--- src/rtl/wb_pkg.sv ---
// Shared types and defaults for the writeback stage: default widths, entry layout,
// the architectural zero register and the skid-buffer occupancy states.
package wb_pkg;
    localparam int unsigned DEF_DATA_W = 8;
    localparam int unsigned DEF_ADDR_W = 3;
    localparam int unsigned ZERO_ADDR  = 0;

    typedef struct packed {
        logic [DEF_DATA_W-1:0] data;
        logic [DEF_ADDR_W-1:0] rd;
        logic                  we;
    } wb_entry_t;

    // Encoding keeps bit0 = main valid, bit1 = skid valid.
    typedef enum logic [1:0] {
        BUF_EMPTY = 2'b00,
        BUF_ONE   = 2'b01,
        BUF_FULL  = 2'b11
    } buf_state_t;
endpackage

--- src/rtl/wb_skid_buf.sv ---
// Two-entry main/skid storage with a registered ready; main is the oldest entry and
// drives the outputs, skid holds one younger entry while the consumer stalls.
module wb_skid_buf
    import wb_pkg::*;
#(
    parameter int unsigned W = 12
) (
    input  logic         clk,
    input  logic         reset,
    input  logic         flush,
    input  logic         in_valid,
    output logic         in_ready,
    input  logic [W-1:0] in_data,
    output logic         out_valid,
    input  logic         out_ready,
    output logic [W-1:0] out_data,
    output logic         skid_valid,
    output logic [W-1:0] skid_data
);
    buf_state_t   state;
    logic         ready_q;
    logic [W-1:0] main_q;
    logic [W-1:0] skid_q;
    logic         accept;
    logic         retire;

    assign in_ready   = ready_q;
    assign out_valid  = (state != BUF_EMPTY);
    assign skid_valid = (state == BUF_FULL);
    assign out_data   = main_q;
    assign skid_data  = skid_q;
    assign accept     = in_valid & ready_q;
    assign retire     = out_valid & out_ready;

    always_ff @(posedge clk or negedge reset) begin
        if (!reset) begin
            state   <= BUF_EMPTY;
            ready_q <= 1'b1;
            main_q  <= '0;
            skid_q  <= '0;
        end else if (flush) begin
            state   <= BUF_EMPTY;
            ready_q <= 1'b1;
        end else begin
            unique case (state)
                BUF_EMPTY: begin
                    if (accept) begin
                        main_q <= in_data;
                        state  <= BUF_ONE;
                    end
                end
                BUF_ONE: begin
                    if (accept && retire) begin
                        main_q <= in_data;
                    end else if (accept) begin
                        skid_q  <= in_data;
                        state   <= BUF_FULL;
                        ready_q <= 1'b0;
                    end else if (retire) begin
                        state <= BUF_EMPTY;
                    end
                end
                BUF_FULL: begin
                    if (retire) begin
                        main_q  <= skid_q;
                        state   <= BUF_ONE;
                        ready_q <= 1'b1;
                    end
                end
                default: begin
                    state   <= BUF_EMPTY;
                    ready_q <= 1'b1;
                end
            endcase
        end
    end
endmodule

--- src/rtl/writeback_stage_param.sv ---
// Final pipeline stage before the register file: handshaked writeback entry storage,
// forwarding lookup of pending writes for the hazard unit, and a retired-write counter.
module writeback_stage_param
    import wb_pkg::*;
#(
    parameter int unsigned DATA_W   = DEF_DATA_W,
    parameter int unsigned ADDR_W   = DEF_ADDR_W,
    parameter bit          ZERO_REG = 1'b1,
    parameter int unsigned CNT_W    = 16
) (
    input  logic              clk,
    input  logic              reset,
    input  logic              flush,
    input  logic              in_valid,
    output logic              in_ready,
    input  logic [DATA_W-1:0] mux_ans_dm,
    input  logic [ADDR_W-1:0] in_rd,
    input  logic              in_we,
    output logic              out_valid,
    input  logic              out_ready,
    output logic [DATA_W-1:0] ans_wb,
    output logic [ADDR_W-1:0] rd_wb,
    output logic              we_wb,
    input  logic [ADDR_W-1:0] fwd_rs,
    output logic              fwd_hit,
    output logic [DATA_W-1:0] fwd_data,
    output logic [CNT_W-1:0]  wb_count
);
    typedef struct packed {
        logic [DATA_W-1:0] data;
        logic [ADDR_W-1:0] rd;
        logic              we;
    } entry_t;

    localparam int unsigned ENTRY_W = $bits(entry_t);

    entry_t in_entry;
    entry_t main_entry;
    entry_t skid_entry;
    logic   skid_valid;

    // Writes to the hardwired zero register still flow through but never commit.
    always_comb begin
        in_entry.data = mux_ans_dm;
        in_entry.rd   = in_rd;
        in_entry.we   = in_we & ~(ZERO_REG && (in_rd == ADDR_W'(ZERO_ADDR)));
    end

    wb_skid_buf #(
        .W(ENTRY_W)
    ) u_skid (
        .clk       (clk),
        .reset     (reset),
        .flush     (flush),
        .in_valid  (in_valid),
        .in_ready  (in_ready),
        .in_data   (in_entry),
        .out_valid (out_valid),
        .out_ready (out_ready),
        .out_data  (main_entry),
        .skid_valid(skid_valid),
        .skid_data (skid_entry)
    );

    assign ans_wb = main_entry.data;
    assign rd_wb  = main_entry.rd;
    assign we_wb  = out_valid & main_entry.we;

    // Skid is younger than main, so it wins when both target the same register.
    always_comb begin
        fwd_hit  = 1'b0;
        fwd_data = '0;
        if (skid_valid && skid_entry.we && (skid_entry.rd == fwd_rs)) begin
            fwd_hit  = 1'b1;
            fwd_data = skid_entry.data;
        end else if (out_valid && main_entry.we && (main_entry.rd == fwd_rs)) begin
            fwd_hit  = 1'b1;
            fwd_data = main_entry.data;
        end
    end

    always_ff @(posedge clk or negedge reset) begin
        if (!reset) begin
            wb_count <= '0;
        end else if (out_ready && we_wb) begin
            wb_count <= wb_count + 1'b1;
        end
    end
endmodule
--- config.mk ---
export PLATFORM = sky130hd
export DESIGN_NAME = writeback_stage_param
export DESIGN_NICKNAME = d
export VERILOG_FILES = /design/src/rtl/wb_pkg.sv /design/src/rtl/wb_skid_buf.sv /design/src/rtl/writeback_stage_param.sv
export SDC_FILE = /design/constraint.sdc
export NUM_CORES = 1
export LEC_CHECK = 0
export ABC_AREA = 1
export ABC_CLOCK_PERIOD_IN_PS = 1400
export CORE_MARGIN = 2
export CORE_UTILIZATION = 24
export DETAILED_ROUTE_END_ITERATION = 12
export RECOVER_POWER = 100
export SETUP_SLACK_MARGIN = 0.5
export SYNTH_ARGS = -nofsm -noshare
export SYNTH_HDL_FRONTEND = slang
export SYNTH_HIERARCHICAL = 1
export SYNTH_SLANG_ARGS = --single-unit
--- constraint.sdc ---
create_clock -name clk -period 1.4 [get_ports clk]
set_clock_uncertainty 0.05 [all_clocks]
set_input_delay 0.14 -clock clk [delete_from_list [all_inputs] [get_ports clk]]
set_output_delay 0.14 -clock clk [all_outputs]
set_load 0.1 [all_outputs]
==> summary.md <==
| Metric | Value |
|---|---|
| PwrDens | `1832 nW/µm²` |
| Synth Instances | `around 330` |
| Critical Path RT | `~1200 ps` |
| Peak supply drop | `around 1.4 mV` |
| Design Power | `8.924 mW` |
| Fin. Hold Viols | `0` |
| Final slew viol count | `0` |
| RePlAce Congestion | `around 0.8` |
| DRT antenna net count | `0` |
| Ant diodes | `0` |
| Via count | `roughly 2500` |
| Netlist cell types | `28` |
| Worst-margin pin slew | `~610 ps` |
| CTS tree | `done` |
| Clk pin slew, worst setup/hold paths | `roughly 80 ps` |
| Area growth syn-to-layout | `92.11%` |
| Largest net degree at the start of global routing | `44` |
| Clk Latency, worst-skew pair | `about 300 ps` |
| Avg Inst Size Synth | `a little under 8 µm²` |
| Setup TNS | `-18730 ps` |
| Clock root buffer | `clkbuf_8` |
| Final WS setup | `-640.3 ps` |
| Fillers | `slightly below 1000` |
| Post-DP HPWL | `between 4 and 5 mm` |
| Hold crit path type | `in2reg` |
| Initial antenna violation count | `0` |
| First-pass GRT wire length | `around 12 mm` |
| CP arrival | `about 1900 ps` |
| RSZ-0062 raised after global routing | `true` |
| Die Height | `~110 µm` |
| Post-route insts no fill | `583` |
| Placed instance count | `around 550` |
| I/O Pins | `about 60` |
| Crit path max fanout | `8` |
| FF+latch count, synth | `between 40 and 50` |
| H-Tree Depth | `2` |
| Syn Nets | `about 350` |
| Starting Density | `24.68%` |
| Status | `finished, violations left` |
| Period utilization | `145.7%` |
| Fin nets | `around 470` |
| Post-Route WL | `between 6 and 7 mm` |
| Routed len/inst | `11.87 µm` |
| Sinks on Clock Net | `43` |
| DRC | `0` |
| Worst slew margin | `59.29%` |
| Drt initial violations | `80` |
| Failing checks | `negative setup slack` |
| Synth Cell Area | `2536 µm²` |
| Kind of critical path | `reg2out` |
| Setup violators final | `55` |
| Fmax | `roughly 490 MHz` |
| PortBufs | `58` |
| Row count | `37` |
| CTS max path bufs | `2` |
| All-layer global routing usage | `approximately an eighth` |
| Die area | `about 11000 µm²` |
| Yosys Warn Count | `6` |
| Vias/cell | `about 4.3` |
| Clock buffer count from CTS | `5` |
| Core area | `around 10000 µm²` |
| Crit. End Element | `output port` |
| Layout cells sized above 1 | `52.35%` |
| Seq/Total Area, Yosys | `approximately 42%` |
| DIE WIDTH | `106.8 µm` |
| Final min period | `approximately 2000 ps` |
| Leakage | `2.209 nW` |
| Detailed Routing Iterations Pass 1 | `4` |
| Pre-CTS WS | `-375.7 ps` |
| Fin util | `47.41%` |
| Number of global-route vias before repair | `approximately 2500` |
| Startpoint class of the critical path | `register` |
| Grt total ovfl | `0` |
| Max-cap violations | `0` |
## area by class of cell
type	count	area (µm²)	area share, %
multi-input cells	236	1839	37.75
repair buffers	117	1420	29.15
flip-flops and latches	43	1124	23.06
inverters	43	206.4	4.237
well taps	136	170.2	3.493
clock buffers	5	68.82	1.412
clock inverters	3	43.79	0.8988
## sequential cells by signal, summed over array words and instances, names as in the netlist
signal and flops:
u_skid/in_ready 1, u_skid/out_data 12, u_skid/skid_data 12, u_skid/state 2, wb_count 16
## logic make-up after synthesis
kind of cell               Yosys count  synth area share (%)
AOI/OAI and AO/OA                   45                 10.95
xor gates and xnor gates            12                 4.144
adders and majority gates            6                 2.960
buffers and inverters               49                 8.288
DFF                                 43                 42.48
and+or+nand+nor                    173                 31.18
## cell usage in the layout (no fill, tap or decap), types with 6 or more instances in the layout
master / count
nand2_8: 10
inv_1: 33
nand2_1: 73
dfrtp_2: 13
buf_4: 39
buf_12: 29
nand3_2: 6
nand3_4: 11
o21ai_0: 15
nand2_2: 18
buf_6: 21
nor2_1: 13
o21ai_1: 13
nand2_4: 16
nor2_4: 11
dfrtp_1: 22
o21ai_2: 12
dfrtp_4: 7
clkdlybuf4s50_1: 18
xnor2_1: 6
## routing by layer
metal,track usage (%),wire length (µm)
met1,16.33,2980
met2,22.84,3657
met3,2.614,233
met4,2.226,47
met5,0,0
## final timing paths
path	from	end	slack, ps	cells past startpoint
setup / recovery	u_skid/state[0]$_DFFE_PN0P_	fwd_data[6]	-640	11
hold / removal	mux_ans_dm[4]	u_skid/skid_data[8]$_DFFE_PN0P_	370	3
setup reg to reg	u_skid/state[0]$_DFFE_PN0P_	u_skid/out_data[1]$_DFFE_PN0P_	-350	12
hold reg to reg	u_skid/skid_data[9]$_DFFE_PN0P_	u_skid/skid_data[9]$_DFFE_PN0P_	490	2
max in group asynchronous	reset	wb_count[2]$_DFFE_PN0P_	400	3
min in group asynchronous	reset	wb_count[10]$_DFFE_PN0P_	440	3
## power by group
group	internal [mW]	leakage (nW)	switching (mW)
clock network	0.532	0.0581	0.452
logic	2.30	1.63	3.36
registers	1.72	0.524	0.555
## critical path: stages (launching register included)
cell     delay, ps
dfrtp_1        390
inv_2           70
ha_4           200
inv_16          60
nand2_8         60
inv_16          60
nand3_4         70
nor2_4         110
buf_12         170
nand3_4        100
nand2_8         70
buf_12         160
## through the flow
step                area (µm²)  hold WS, ps
global placement          4420        85.46
global route              4872        362.5
finish                    4872        365.2
floorplan                 3002       -205.6
CTS                       4888        294.2
detailed placement        4420        93.72
## synth_stat cells, drive strengths merged
library cell	number	share of area, %
nor3	3	0.79
clkbuf	2	0.30
xor2	5	1.7
xnor2	7	2.4
nand4	4	0.99
o31a	1	0.35
a21oi	2	0.39
ha	6	3.0
inv	41	6.1
o21ai	42	10
dfstp	1	1.0
nor2	27	5.7
clkinv	2	0.39
buf	4	1.5
nand3b	1	0.30
nand2	117	18
dfrtp	42	41
nand3	21	5.3
## what timing repair did
item / CTS / global route
endpoints found under the hold margin: 42 / 0
setup buffers: 11 / 7
pin swaps: 25 / 27
gates cloned: 2 / 0
hold buffers: 1 / 0
endpoints found under the setup margin: 82 / 82
resized for setup: 52 / 27
(Power assumes the default switching activity.)
